--- src/rtl/chess_clock_pkg.sv ---
// Shared constants and helpers for the chess clock countdown stages.
// Covers the BCD digit type, the digit limits, the default tick divider and the INC bit indices.
package chess_clock_pkg;

   localparam int BCD_W = 4;

   typedef logic [BCD_W-1:0] bcd_t;

   localparam bcd_t BCD_MAX_DEC = 4'd9;
   localparam bcd_t BCD_MAX_SEX = 4'd5;

   localparam int TICK_DIV_DEF = 50_000_000;

   localparam int IDX_S0 = 0;
   localparam int IDX_S1 = 1;
   localparam int IDX_M0 = 2;
   localparam int IDX_M1 = 3;

   // Increment modulo (max+1), without producing a carry.
   function automatic bcd_t bcd_inc(input bcd_t d, input bcd_t max);
      return (d == max) ? '0 : d + 1'b1;
   endfunction

endpackage

--- src/rtl/bcd_digit_cell.sv ---
// One BCD digit of the countdown: decrement with borrow, increment without carry.
// Ports: CLK, CLR (sync reset to RST), CE, dec/borrow_in, inc; outputs borrow_out and q.
module bcd_digit_cell
   import chess_clock_pkg::*;
#(
   parameter bcd_t MAX = BCD_MAX_DEC,
   parameter bcd_t RST = '0
) (
   input  logic CLK,
   input  logic CLR,
   input  logic CE,
   input  logic dec,
   input  logic borrow_in,
   input  logic inc,
   output logic borrow_out,
   output bcd_t q
);

   if (RST > MAX) begin : g_bad_rst
      $error("bcd_digit_cell: reset value exceeds digit range");
   end

   // This digit rolls over only when every lower digit is also zero.
   assign borrow_out = borrow_in & (q == '0);

   always_ff @(posedge CLK) begin
      if (CLR) begin
         q <= RST;
      end else if (CE) begin
         if (dec && borrow_in) begin
            q <= (q == '0) ? MAX : q - 1'b1;
         end else if (inc) begin
            q <= bcd_inc(q, MAX);
         end
      end
   end

endmodule

--- src/rtl/player_time_counter.sv ---
// Per-player mm:ss BCD countdown with set-mode digit editing and sticky timeout flag.
// In: CLK, CLR, CE, RUN, SET_MODE, SET_PULSE, INC[3:0]; out: M1, M0, S1, S0, TIMEOUT.
module player_time_counter
   import chess_clock_pkg::*;
#(
   parameter int   TICK_DIV = TICK_DIV_DEF,
   parameter bcd_t INIT_M1  = 4'd0,
   parameter bcd_t INIT_M0  = 4'd5
) (
   input  logic       CLK,
   input  logic       CLR,
   input  logic       CE,
   input  logic       RUN,
   input  logic       SET_MODE,
   input  logic       SET_PULSE,
   input  logic [3:0] INC,
   output bcd_t       M1,
   output bcd_t       M0,
   output bcd_t       S1,
   output bcd_t       S0,
   output logic       TIMEOUT
);

   localparam int PW = (TICK_DIV > 1) ? $clog2(TICK_DIV) : 1;

   if (TICK_DIV < 1) begin : g_bad_div
      $error("player_time_counter: TICK_DIV must be at least 1");
   end

   logic [PW-1:0] presc;
   logic          pulse_q;
   logic          count;
   logic          wrap;
   logic          zero;
   logic          tick;
   logic          edit;
   logic          last_sec;
   logic          edit_nz;
   logic [3:0]    inc_en;
   logic          b_s0;
   logic          b_s1;
   logic          b_m0;
   logic          b_m1;

   assign count = CE & RUN & ~SET_MODE & ~TIMEOUT;
   assign wrap  = count & (presc == PW'(TICK_DIV - 1));
   assign zero  = ~|{M1, M0, S1, S0};
   // 00:00 saturates even when reached by editing with TIMEOUT clear.
   assign tick  = wrap & ~zero;
   assign edit  = CE & SET_MODE & SET_PULSE & ~pulse_q;

   assign inc_en   = {4{edit}} & INC;
   assign last_sec = ({M1, M0, S1, S0} == 16'h0001);

   assign edit_nz = |{
      INC[IDX_M1] ? bcd_inc(M1, BCD_MAX_DEC) : M1,
      INC[IDX_M0] ? bcd_inc(M0, BCD_MAX_DEC) : M0,
      INC[IDX_S1] ? bcd_inc(S1, BCD_MAX_SEX) : S1,
      INC[IDX_S0] ? bcd_inc(S0, BCD_MAX_DEC) : S0
   };

   always_ff @(posedge CLK) begin
      if (CLR) begin
         presc   <= '0;
         pulse_q <= 1'b0;
         TIMEOUT <= 1'b0;
      end else if (CE) begin
         pulse_q <= SET_PULSE;
         // Held (not cleared) when count drops so partial seconds survive turns.
         if (SET_MODE) begin
            presc <= '0;
         end else if (count) begin
            presc <= wrap ? '0 : presc + 1'b1;
         end
         if (tick && last_sec) begin
            TIMEOUT <= 1'b1;
         end else if (edit && edit_nz) begin
            TIMEOUT <= 1'b0;
         end
      end
   end

   bcd_digit_cell #(.MAX(BCD_MAX_DEC), .RST(4'd0)) u_s0 (
      .CLK(CLK), .CLR(CLR), .CE(CE),
      .dec(tick), .borrow_in(1'b1), .inc(inc_en[IDX_S0]),
      .borrow_out(b_s0), .q(S0)
   );

   bcd_digit_cell #(.MAX(BCD_MAX_SEX), .RST(4'd0)) u_s1 (
      .CLK(CLK), .CLR(CLR), .CE(CE),
      .dec(tick), .borrow_in(b_s0), .inc(inc_en[IDX_S1]),
      .borrow_out(b_s1), .q(S1)
   );

   bcd_digit_cell #(.MAX(BCD_MAX_DEC), .RST(INIT_M0)) u_m0 (
      .CLK(CLK), .CLR(CLR), .CE(CE),
      .dec(tick), .borrow_in(b_s1), .inc(inc_en[IDX_M0]),
      .borrow_out(b_m0), .q(M0)
   );

   bcd_digit_cell #(.MAX(BCD_MAX_DEC), .RST(INIT_M1)) u_m1 (
      .CLK(CLK), .CLR(CLR), .CE(CE),
      .dec(tick), .borrow_in(b_m0), .inc(inc_en[IDX_M1]),
      .borrow_out(b_m1), .q(M1)
   );

   // Top-digit borrow only occurs at 00:00, which tick already excludes.
   logic unused_b_m1;
   assign unused_b_m1 = b_m1;

endmodule

--- config.mk ---
export PLATFORM = sky130hd
export DESIGN_NAME = player_time_counter
export DESIGN_NICKNAME = d
export VERILOG_FILES = /design/src/rtl/chess_clock_pkg.sv /design/src/rtl/bcd_digit_cell.sv /design/src/rtl/player_time_counter.sv
export SDC_FILE = /design/constraint.sdc
export NUM_CORES = 1
export LEC_CHECK = 0
export BUFFER_PORTS_ARGS = -buffer_cell sky130_fd_sc_hd__buf_2
export CORE_ASPECT_RATIO = 1.1
export CORE_MARGIN = 5
export CORE_UTILIZATION = 59
export DETAILED_ROUTE_END_ITERATION = 6
export MAX_ROUTING_LAYER = met4
export PLACE_DENSITY = 0.9
export SYNTH_ARGS = -nofsm -noshare
export SYNTH_HDL_FRONTEND = slang
export SYNTH_SLANG_ARGS = --single-unit
--- constraint.sdc ---
create_clock -name CLK -period 2.8 [get_ports CLK]
set_input_delay 0.14 -clock CLK [delete_from_list [all_inputs] [get_ports CLK]]
set_output_delay 0.14 -clock CLK [all_outputs]
set_load 0.01 [all_outputs]
# [Yosys cells after proc, flatten, opt, wreduce, memory -nomap -nowiden]
# Cells that the tools add are included.
[classes] add_sub_neg=9 eq_ne=6 muxes=25 bitwise_logic=14 reduce_logical=23
[op_table] cell="$mux W4" count=20
[op_table] cell="$mux W26" count=3
[op_table] cell="$reduce_or A16 Y1" count=2
[op_table] cell="$add A26 B1 Y26 const B" count=1
[op_table] cell="$eq A26 B26 Y1 const B" count=1
[op_table] cell="$add A4 B1 Y4 const B" count=4
[op_table] cell="$eq A16 B1 Y1 const B" count=1
[op_table] cell="$logic_not A4 Y1" count=4
[op_table] cell="$sub A4 B1 Y4 const B" count=4
[op_table] cell="$eq A4 B4 Y1 const B" count=3
[op_table] cell="$reduce_and A2 Y1" count=6
[op_table] cell="$reduce_bool A2 Y1" count=6
[op_table] cell="$and A1 B1 Y1" count=10
[op_table] cell="$logic_and A1 B1 Y1" count=5
[op_table] cell="$and A4 B4 Y4" count=1
[op_table] cell="$eq A4 B3 Y1 const B" count=1
[op_table] cell="$not A1 Y1" count=3
[op_table] cell="$mux W1" count=2
[word_totals] ff_bits=44 output_inout_bits=17 wordCells=84

# [Logic depth before layout (Yosys ltp)]
# Gate-level depths: netlist (run 1).
[logic_depth] ltp_word=8 ltp_mapped=8

# [Cells and area by module]
# A second synthesis (run 1) with hierarchy kept.
[unflattened] cells_unflattened=360 area_unflattened_um2=2897.8
[modules_own_cells] module="player_time_counter" instances=1 cells_per_inst=208 area_per_inst_um2=1689.1 seq_area_each_um2=560.5
[modules_own_cells] module="bcd_digit_cell at u_m1 ..." instances=2 cells_per_inst=40 area_per_inst_um2=314.1 seq_area_each_um2=80.1
[modules_own_cells] module="bcd_digit_cell at u_m0" instances=1 cells_per_inst=38 area_per_inst_um2=306.5 seq_area_each_um2=80.1
[modules_own_cells] module="bcd_digit_cell at u_s1" instances=1 cells_per_inst=34 area_per_inst_um2=274.0 seq_area_each_um2=80.1

# [Worst setup path after synthesis (run 1)]
# No wires, ideal clock.
[synth_path] path_kind="reg-to-reg" startpoint="register u_s0.q[3]" endpoint="register u_m1.q[0]" setup_time_ps=128 arrival_time_ps=2182 required_time_ps=2672 setup_slack_ps=491 stages_incl_launch_ff=8 path_cell_list="dfxtp_1 -> clkbuf_1 -> or4_1 -> or4_1 -> nor4_2 -> a21oi_1 -> xnor2_1 -> nor2_1"
[synth_via] elab_chain_cells=6 elab_cells_between_ends=9
[synth_rtl] element="from (decl)" line="bcd_digit_cell.sv:16" rtl="output bcd_t q"
[synth_rtl] element="from (signal assigned)" line="bcd_digit_cell.sv:31" rtl="q <= (q == '0) ? MAX : q - 1'b1;"
[synth_rtl] element="from (signal assigned)" line="bcd_digit_cell.sv:33" rtl="q <= bcd_inc(q, MAX);"
[synth_rtl] element="$logic_not A4 Y1" line="bcd_digit_cell.sv:24" rtl="assign borrow_out = borrow_in & (q == '0);"
[synth_rtl] element="$and A1 B1 Y1 (2 in a row)" line="bcd_digit_cell.sv:24"
[synth_rtl] element="$logic_and A1 B1 Y1 *" line="bcd_digit_cell.sv:30" rtl="if (dec && borrow_in) begin"
[synth_rtl] element="$reduce_bool A2 Y1 (no source line)"
[synth_rtl] element="$reduce_and A2 Y1 (no source line)"
[synth_rtl] element="to (signal assigned)" line="bcd_digit_cell.sv:31"
[synth_rtl] element="to (signal assigned)" line="bcd_digit_cell.sv:33"
[synth_rtl] element="to (decl)" line="bcd_digit_cell.sv:16"
# Every way passes the cells marked *; elsewhere a longest branch is shown, timed or not.
# A chain may end at the register's enable or synchronous reset.

# [Final worst setup path (run 1)]
[layout_path] startpoint="register u_s1.q[0]" endpoint="register u_m1.q[0]"
[layout_via] elab_chain_cells=6 elab_cells_between_ends=9
[layout_rtl] element="from (decl)" line="bcd_digit_cell.sv:16"
[layout_rtl] element="from (signal assigned)" line="bcd_digit_cell.sv:31"
[layout_rtl] element="from (signal assigned)" line="bcd_digit_cell.sv:33"
[layout_rtl] element="$logic_not A4 Y1" line="bcd_digit_cell.sv:24"
[layout_rtl] element="$and A1 B1 Y1 (2 in a row)" line="bcd_digit_cell.sv:24"
[layout_rtl] element="$logic_and A1 B1 Y1 *" line="bcd_digit_cell.sv:30"
[layout_rtl] element="$reduce_bool A2 Y1 (no source line)"
[layout_rtl] element="$reduce_and A2 Y1 (no source line)"
# Marked as above.

==> impl_metrics.py, run 1 <==
metrics = {
    "placed_design": {
        "dp_hpwl_um": 4650,
        "numPortBuffers": 26,
        "place_inst": 415,
        "gp_congestion": 0.914,
    },
    "timing": {
        "fin_setup_tns_ns": 0,
        "slew_headroom_pct": 53.6,
        "hold_slack_ns": 0.103,
        "period_share_pct": 90.2,
        "report.final.slew_viol_count": 0,
        "finalSetupViolCount": 0,
        "tightestPinTransition_ns": 0.691,
        "hold_viol": 0,
        "post-route-min-period_ns": 2.52,
        "rsz0062_at_grt": "false",
        "fmax_mhz": 396,
        "clock_skew_ns": 0.00787,
    },
    "global_routing": {
        "track_usage_pct": 23.9,
        "grt_pass1_wl_um": 11100,
        "antenna_found_initial": 0,
        "grt_overflow": 0,
        "grt_max_degree": 29,
        "grt_pass1_vias": 2434,
    },
    "synth": {
        "syn_nets": 364,
        "synth_top_area_cell": "dfxtp_1",
        "synth_ff_type": "dfxtp_1",
        "ys_top_cells_by_count": "44 x dfxtp_1, 44 x nor2_1, 35 x nand2_1",
        "synth.top_cell.area_share_pct": 32.5,
        "synth_area_um2": 2710,
        "synth_cells": 353,
        "yosysUniqueCellTypes": 59,
        "synth-warning-count": 0,
        "ys_top_cells_by_area": "dfxtp_1 33%, nor2_1 6.1%, nand2_1 4.8%",
        "postSynthRegisterBits": 44,
        "synth_edf_count": 0,
        "synthArstFlopShare_pct": 0,
        "syn_avg_cell_area_um2": 7.67,
        "synth_seq_area_share_pct": 32.5,
    },
    "finish": {
        "postLayoutCoreUtil_pct": 67.3,
        "fillers": 387,
        "drive_gt1_share_pct": 13.3,
        "nNetsFinal": 379,
        "syn2layout_area_growth_pct": 8.78,
        "instances_no_fill": 423,
        "seqCellArea_um2": 881,
        "multi_input_area_um2": 1700,
        "num_antenna_cells": 0,
    },
    "die": {
        "design.die.area_um2": 6050,
        "fp.dieH_um": 81.1,
        "ioPinCount": 27,
        "rows": 25,
        "die_width_um": 74.6,
        "start_util_pct": 61.9,
        "core_um2": 4380,
    },
    "run_status": {
        "outcome": "finished clean",
    },
    "clock_tree": {
        "cts_sinks": 44,
        "root_buffer": "clkbuf_8",
        "cts_setup_buffers": 0,
        "postCtsHoldBufs": 0,
        "post_cts_resized": 0,
        "cts_buffers": 5,
        "insertion_delay_ns": 0.30,
        "htreeDepth": 2,
        "clk_pin_slew_ns": 0.08,
        "clock_path_buffers": 2,
        "tritoncts": "built",
    },
    "route": {
        "drt-total-wl_um": 6550,
        "ant_nets": 0,
        "drt_first_pass_iters": 5,
        "vias": 2721,
        "drt-vias-per-instance": 6.43,
        "routedWlPerCell_um": 15.5,
        "drt_iter0_drc": 178,
        "drcViolationCount": 0,
    },
    "flow_run": {
        "maxCapViolCount": 0,
    },
    "setup_path": {
        "worstSetupStartpoint": "u_s1.q[0]",
        "cp_slowest_cell": "or4_1",
        "criticalPathCategory": "reg2reg",
        "worstPathRequired_ns": 2.98,
        "worst_path_most_repeated_cell": "or4_1",
        "max_stage_delay_ns": 0.64,
        "critical_path_arrival_ns": 2.70,
        "timing.rr.start": "u_s1.q[0]",
        "path_max_fanout": 13,
        "worstSetupStartpointType": "register",
        "end_kind": "register",
        "cp_cell_sequence": "or4_1 -> or4_1 -> nor4_2 -> a21oi_1 -> xnor2_1 -> nor2_1",
    },
    "power_and_ir_drop": {
        "power_density_nw_per_um2": 397,
        "p_leak_uw": 0.00107,
        "total_power_uw": 1170,
        "ir_worst_vdd_v": 0.000252,
    },
    "hold_path": {
        "min-delay-start": "SET_PULSE",
        "hold_class": "in2reg",
    },
}
[flip-flops by register name (all words and copies together) (netlist names)]
register	count
TIMEOUT	1
presc	26
pulse_q	1
u_m0.q	4
u_m1.q	4
u_s0.q	4
u_s1.q	4
[power by group]
| group | internal (uW) | leakage (uW) | total (uW) | switching [uW] |
|---|---|---|---|---|
| Combinational | 41.1 | 0.000668 | 107 | 66.0 |
| Clock | 201 | 0.0000455 | 414 | 213 |
| Sequential | 633 | 0.000355 | 648 | 14.7 |
[path summary, 6_finish.rpt]
path | endpoint | slack (ns) | cells after the start
setup / recovery | u_m1.q[0] | 0.28 | 6
hold / removal | pulse_q | 0.10 | 3
setup reg to reg | u_m1.q[0] | 0.28 | 6
hold reg to reg | pulse_q | 0.50 | 2
[worst max-delay path: cells and delay by family (launching register included)]
kind | cells | cell delay (ns)
and+or+nand+nor | 4 | 1.68
DFF | 1 | 0.43
xor gates and xnor gates | 1 | 0.16
AOI/OAI and AO/OA | 1 | 0.13
[layer usage]
metal	wire length (um)	vias to the layer above	track usage (%)	share of wire [%]
met5	0	-	-	0
met4	121	0	9.25	1.8
li1	-	1331	-	-
met1	2800	1252	29.4	43
met2	3130	124	38.8	48
met3	496	14	3.96	7.6
[area by class of cell]
type | count | share of cell area (%)
Sequential cell | 44 | 29.9
Clock buffer | 8 | 3.06
Timing Repair Buffer | 32 | 5.94
Multi-Input combinational cell | 276 | 57.7
Tap cell | 54 | 2.29
Inverter | 9 | 1.15
[logic make-up after synthesis]
family	Yosys count	share of synthesized area, %
and+or+nand+nor	166	32.8
muxes	6	2.26
AOI/OAI and AO/OA	82	20.4
buffers and inverters	33	4.76
adders and majority gates	1	0.462
DFF	44	32.5
xor gates and xnor gates	21	6.79
[placed cells by master (no fill, tap or decap), drive strengths merged, types with 3 or more instances in the layout]
master	synthesis	routed
nor2b	4	4
o21ai	18	18
inv	9	9
clkbuf	20	8
or3	6	6
a211oi	5	5
dfxtp	44	44
a311oi	7	7
a21oi	20	20
o22ai	4	4
or4	7	7
and4	4	4
nor3	13	13
nand2	35	35
and3	3	3
nor4	6	6
and2	4	4
nand4	13	13
xor2	11	11
xnor2	10	10
nand3	15	15
buf	4	32
a31oi	4	4
mux2i	5	5
nor2	44	44
[metrics by stage]
step                      setup slack (ns)  area (um^2)
after global routing                 0.110         2950
after CTS                            0.297         2950
after detailed placement             0.314         2860
after global placement               0.338         2860
final                                0.276         2950
after floorplan                      0.491         2710
Power figures use the tool's default switching activity.
==> run 2, diff against run 1 <==
--- a/config.mk
+++ b/config.mk
@@ -5,13 +5,13 @@
 export SDC_FILE = /design/constraint.sdc
 export NUM_CORES = 1
 export LEC_CHECK = 0
-export BUFFER_PORTS_ARGS = -buffer_cell sky130_fd_sc_hd__buf_2
 export CORE_ASPECT_RATIO = 1.1
 export CORE_MARGIN = 5
-export CORE_UTILIZATION = 59
+export CORE_UTILIZATION = 60
 export DETAILED_ROUTE_END_ITERATION = 6
+export DONT_BUFFER_PORTS = 1
 export MAX_ROUTING_LAYER = met4
-export PLACE_DENSITY = 0.9
+export PLACE_DENSITY = 0.86
 export SYNTH_ARGS = -nofsm -noshare
 export SYNTH_HDL_FRONTEND = slang
 export SYNTH_SLANG_ARGS = --single-unit
==> run 2 against run 1 <==
Net effect: the run now ends with hold timing left; sequential share of layout area up 0.41 points; wire length up 2.3%; power up 7.4%; critical endpoint unchanged; clock power up 23%; largest power group unchanged; global-route usage up 0.35 points; die area down 1.5%; flip-flop and latch count unchanged; first-iteration DRC count up 85%.
==> impl_metrics.py, run 2 (synthesized netlist as in run 1, its figures left out) <==
metrics = {
    "timing": {
        "tightestPinTransition_ns": 0.984,
        "report.final.slew_viol_count": 0,
        "clock_skew_ns": 0.00787,
        "hold_viol": 1,
        "hold_slack_ns": -0.00282,
        "finalSetupViolCount": 0,
        "fmax_mhz": 380,
        "slew_headroom_pct": 34.2,
        "period_share_pct": 93.9,
        "post-route-min-period_ns": 2.63,
        "rsz0062_at_grt": "false",
        "fin_setup_tns_ns": 0,
    },
    "global_routing": {
        "track_usage_pct": 24.2,
        "met2_usage_pct": 39.1,
        "grt_pass1_vias": 2412,
        "grt_max_degree": 24,
        "use_met3_pct": 5.01,
        "grtUsageMet1_pct": 29.7,
        "grt_busiest_layer": "met2",
        "grt_overflow": 0,
        "grt_pass1_wl_um": 11200,
        "antenna_found_initial": 0,
    },
    "route": {
        "drt-vias-per-instance": 6.63,
        "drt-total-wl_um": 6710,
        "drt_first_pass_iters": 5,
        "drcViolationCount": 0,
        "routedWlPerCell_um": 16.6,
        "vias": 2686,
        "ant_nets": 0,
        "drt_iter0_drc": 330,
    },
    "clock_tree": {
        "cts_setup_buffers": 0,
        "cts_sinks": 44,
        "clock_path_buffers": 2,
        "htreeDepth": 2,
        "insertion_delay_ns": 0.30,
        "tritoncts": "built",
        "clk_pin_slew_ns": 0.09,
        "root_buffer": "clkbuf_8",
        "cts_buffers": 5,
    },
    "finish": {
        "largest_register": "presc",
        "nNetsFinal": 361,
        "fillers": 366,
        "syn2layout_area_growth_pct": 7.30,
        "num_antenna_cells": 0,
        "most-common-layout-cells": "44 x dfxtp_1, 44 x nor2_1, 35 x nand2_1",
        "largest_reg_flops": 26,
        "drive_gt1_share_pct": 8.83,
    },
    "placed_design": {
        "numPortBuffers": 0,
        "gp_congestion": 0.871,
        "dp_hpwl_um": 4640,
    },
    "power_and_ir_drop": {
        "p_leak_uw": 0.000996,
        "ir_worst_vdd_v": 0.000245,
        "power_density_nw_per_um2": 432,
    },
    "setup_path": {
        "worstPathRequired_ns": 2.96,
        "worstSetupStartpointType": "register",
        "worst_path_most_repeated_cell": "or4_1",
        "r2r-end": "u_m1.q[0]",
        "path_max_fanout": 9,
        "worst_r2r_path_depth": 6,
        "cp_cell_sequence": "or4_1 -> or4_1 -> nor4_2 -> a21oi_1 -> xnor2_1 -> nor2_1",
        "criticalPathCategory": "reg2reg",
        "max_stage_delay_ns": 0.69,
        "cp_slowest_cell": "or4_1",
        "end_kind": "register",
        "timing.rr.start": "u_s0.q[3]",
        "critical_path_arrival_ns": 2.79,
        "reg2reg_slack_ns": 0.17,
    },
    "die": {
        "rows": 25,
        "fp.dieH_um": 80.5,
        "core_um2": 4350,
        "start_util_pct": 62.3,
        "die_width_um": 74.1,
        "design.die.area_um2": 5960,
        "ioPinCount": 27,
    },
    "hold_path": {
        "holdPathEnd": "pulse_q",
        "min-delay-start": "CE",
        "hold_class": "in2reg",
        "holdPathStages": 2,
    },
    "run_status": {
        "violations": "hold timing",
        "outcome": "complete, but fails checks",
    },
    "flow_run": {
        "maxCapViolCount": 0,
    },
}
run 2: worst max path at each step:
stage           endpoint      start
6_report       u_m1.q[0]  u_s0.q[3]
5_1_grt        u_m1.q[3]  u_s0.q[3]
4_1_cts        u_m1.q[0]  u_s0.q[3]
3_5_place_dp   u_m1.q[3]  u_s0.q[3]
3_3_place_gp   u_m1.q[3]  u_s0.q[3]
2_1_floorplan  u_m1.q[0]  u_s0.q[3]
run 2: cell type report:
type / instances / area [um^2] / share of cell area (%)
multi-input cells: 276 / 1700 / 58.5
flip-flops and latches: 44 / 881 / 30.3
clock inverters: 3 / 46.3 / 1.59
repair buffers: 14 / 110 / 3.79
inverters: 9 / 33.8 / 1.16
clock buffers: 5 / 68.8 / 2.37
well taps: 54 / 67.6 / 2.32
run 2: critical path, delay by kind of cell (launching register included):
kind	cells	cell delay [ns]
simple gates	4	1.73
flops	1	0.44
xor+xnor	1	0.16
compound gates	1	0.15
run 2: per-layer routing:
| layer | part of all wire [%] | wire length, um |
|---|---|---|
| met5 | 0 | 0 |
| met4 | 1.8 | 118 |
| met3 | 7.9 | 527 |
| met2 | 47 | 3180 |
| met1 | 43 | 2880 |
run 2: timing repair:
item,CTS,global route
gates resized for setup,0,0
hold endpoints to repair,23,0
hold buffers,2,0
run 2: stage by stage:
step           cell area, um^2  total power (uW)  setup WS, ns  util (%)  cells
2_1_floorplan             2710               733         0.491         -    353
3_3_place_gp              2770               747         0.319      63.7    395
3_5_place_dp              2770               750         0.270      63.7    395
4_1_cts                   2910              1250         0.220      66.8    405
5_1_grt                   2910              1300        0.0796      66.8    405
6_report                  2910              1260         0.172      66.8    405
run 2: where the power goes:
part	internal [uW]	total [uW]	leakage, uW	switching (uW)
clock network	269	510	0.0000548	241
registers	633	642	0.000355	8.56
logic	38.9	104	0.000586	65.4
==> run 3, diff against run 2 <==
--- a/config.mk
+++ b/config.mk
@@ -12,6 +12,7 @@
 export DONT_BUFFER_PORTS = 1
 export MAX_ROUTING_LAYER = met4
 export PLACE_DENSITY = 0.86
+export SETUP_SLACK_MARGIN = 0.3
 export SYNTH_ARGS = -nofsm -noshare
 export SYNTH_HDL_FRONTEND = slang
 export SYNTH_SLANG_ARGS = --single-unit
==> run 3 against run 2 <==
Net effect: first-iteration DRC count is 20% lower; the run still ends with hold timing left; register-to-register slack improved by 0.19 ns; via count grew 0.45%; flip-flop and latch count unchanged; global-route usage unchanged; setup slack improved by 0.19 ns; count of clock-buffer cells in the layout did not move; core utilization up 2.5 points; clock skew rose by 0.0015 ns.
==> impl_metrics.py, run 3 (synthesized netlist as in run 1, its figures left out) <==
metrics = {
    "setup_path": {
        "r2r-end": "u_m1.q[3]",
        "criticalPathCategory": "reg2reg",
        "critical_path_arrival_ns": 2.65,
        "end_kind": "register",
        "worst_r2r_path_depth": 5,
        "reg2reg_slack_ns": 0.36,
        "worstSetupStartpoint": "u_s1.q[3]",
        "worstSetupStartpointType": "register",
        "crit_end": "u_m1.q[3]",
        "path_max_fanout": 9,
        "timing.rr.start": "u_s1.q[3]",
        "worstPathRequired_ns": 3.02,
    },
    "clock_tree": {
        "htreeDepth": 2,
        "clk_pin_slew_ns": 0.09,
        "clock_path_buffers": 2,
        "cts_sinks": 44,
        "tritoncts": "built",
        "postCtsHoldBufs": 6,
        "root_buffer": "clkbuf_8",
        "insertion_delay_ns": 0.31,
        "cts_buffers": 5,
    },
    "die": {
        "core_um2": 4350,
        "fp.dieH_um": 80.5,
        "start_util_pct": 62.3,
        "design.die.area_um2": 5960,
        "ioPinCount": 27,
        "rows": 25,
        "die_width_um": 74.1,
    },
    "timing": {
        "slew_headroom_pct": 66.8,
        "report.final.slew_viol_count": 0,
        "setup_slack_ns": 0.363,
        "hold_slack_ns": -0.116,
        "finalSetupViolCount": 0,
        "fmax_mhz": 410,
        "fin_setup_tns_ns": 0,
        "tightestPinTransition_ns": 0.495,
        "hold_viol": 17,
        "rsz0062_at_grt": "true",
        "post-route-min-period_ns": 2.44,
        "clock_skew_ns": 0.00940,
        "period_share_pct": 87.0,
    },
    "finish": {
        "most-common-layout-cells": "44 x nor2_1, 40 x dfxtp_1, 35 x nand2_1",
        "drive_gt1_share_pct": 12.6,
        "final_common_cell": "nor2_1",
        "fin_area_um2": 3020,
        "largest_register": "presc",
        "nNetsFinal": 367,
        "fillers": 341,
        "num_antenna_cells": 0,
        "largest_reg_flops": 26,
        "syn2layout_area_growth_pct": 11.3,
    },
    "flow_run": {
        "maxCapViolCount": 0,
    },
    "route": {
        "drt_iter0_drc": 263,
        "drt-vias-per-instance": 6.56,
        "drcViolationCount": 0,
        "drt-total-wl_um": 6820,
        "ant_nets": 0,
        "vias": 2698,
        "drt_first_pass_iters": 5,
        "routedWlPerCell_um": 16.6,
    },
    "global_routing": {
        "grt_max_degree": 29,
        "track_usage_pct": 24.2,
        "grt_pass1_wl_um": 11300,
        "grt_pass1_vias": 2472,
        "antenna_found_initial": 0,
        "grt_overflow": 0,
    },
    "placed_design": {
        "pre_cts_slack_ns": 0.270,
        "numPortBuffers": 0,
        "dpl-instance-area_um2": 2770,
        "gp_congestion": 0.871,
        "dp_hpwl_um": 4640,
    },
    "run_status": {
        "outcome": "complete, but fails checks",
        "violations": "hold timing",
    },
    "power_and_ir_drop": {
        "ir_worst_vdd_v": 0.000240,
        "p_leak_uw": 0.00108,
        "total_power_uw": 1250,
        "power_density_nw_per_um2": 414,
    },
    "hold_path": {
        "hold_class": "in2reg",
    },
}
[run 3: cell count changes in the layout (fill, tap and decap cells not counted), moves of 2 or more]
| cell | before | now |
|---|---|---|
| dfxtp_1 | 44 | 40 |
| or4_4 | 0 | 3 |
| buf_4 | 12 | 14 |
| dfxtp_2 | 0 | 4 |
| or4_1 | 7 | 4 |
| dlygate4sd3_1 | 2 | 6 |
[run 3: worst min-delay path by stage]
stage | start | endpoint | slack (ns) | depth (start not counted)
floorplan | SET_PULSE | pulse_q | 0.29 | 2
global placement | CLR | u_s0.q[3] | 0.21 | 1
detailed placement | CLR | u_s0.q[3] | 0.21 | 1
CTS | CLR | u_s0.q[3] | -0.11 | 1
global route | CLR | u_s0.q[3] | -0.13 | 1
finish | CLR | u_s0.q[3] | -0.12 | 1
[run 3: metrics by stage]
step                instances  utilization (%)
finish                    411             69.4
global route              411             69.4
CTS                       409             68.0
floorplan                 353                -
detailed placement        395             63.7
global placement          395             63.7
[run 3: cell type report]
cell class	instances	area [um^2]	share of cell area [%]
well taps	54	67.6	2.24
flip-flops and latches	44	886	29.4
clock inverters	3	46.3	1.54
inverters	9	33.8	1.12
clock buffers	5	68.8	2.28
repair buffers	20	165	5.48
multi-input cells	276	1750	58.0
[run 3: metal layers]
| layer | up-vias | part of all wire (%) | GRT usage (%) | wire length, um |
|---|---|---|---|---|
| met5 | - | 0 | - | 0 |
| met4 | 0 | 2.6 | 9.24 | 176 |
| met3 | 26 | 7.9 | 5.38 | 537 |
| met2 | 129 | 46 | 38.8 | 3170 |
| met1 | 1239 | 43 | 29.4 | 2930 |
| li1 | 1304 | - | - | - |
[run 3: critical path, cell delays in order (launching register included)]
cell and delay, ns:
dfxtp_1 0.42, or4_4 0.61, or4_1 0.61, nor4_4 0.35, a21oi_1 0.12, a211oi_1 0.24
[run 3: timing repair]
item                                    4_1_cts  5_1_grt
gates cloned                                  0        0
endpoints found under the hold margin        23       17
endpoints found under the setup margin        2        9
resized for setup                             1       14
setup buffers                                 0        2
pin swaps                                     0        2
[run 3: report_power, final]
| part | switching (uW) | internal, uW |
|---|---|---|
| logic | 59.8 | 40.6 |
| clock network | 238 | 269 |
| registers | 8.92 | 633 |
| total | 307 | 943 |
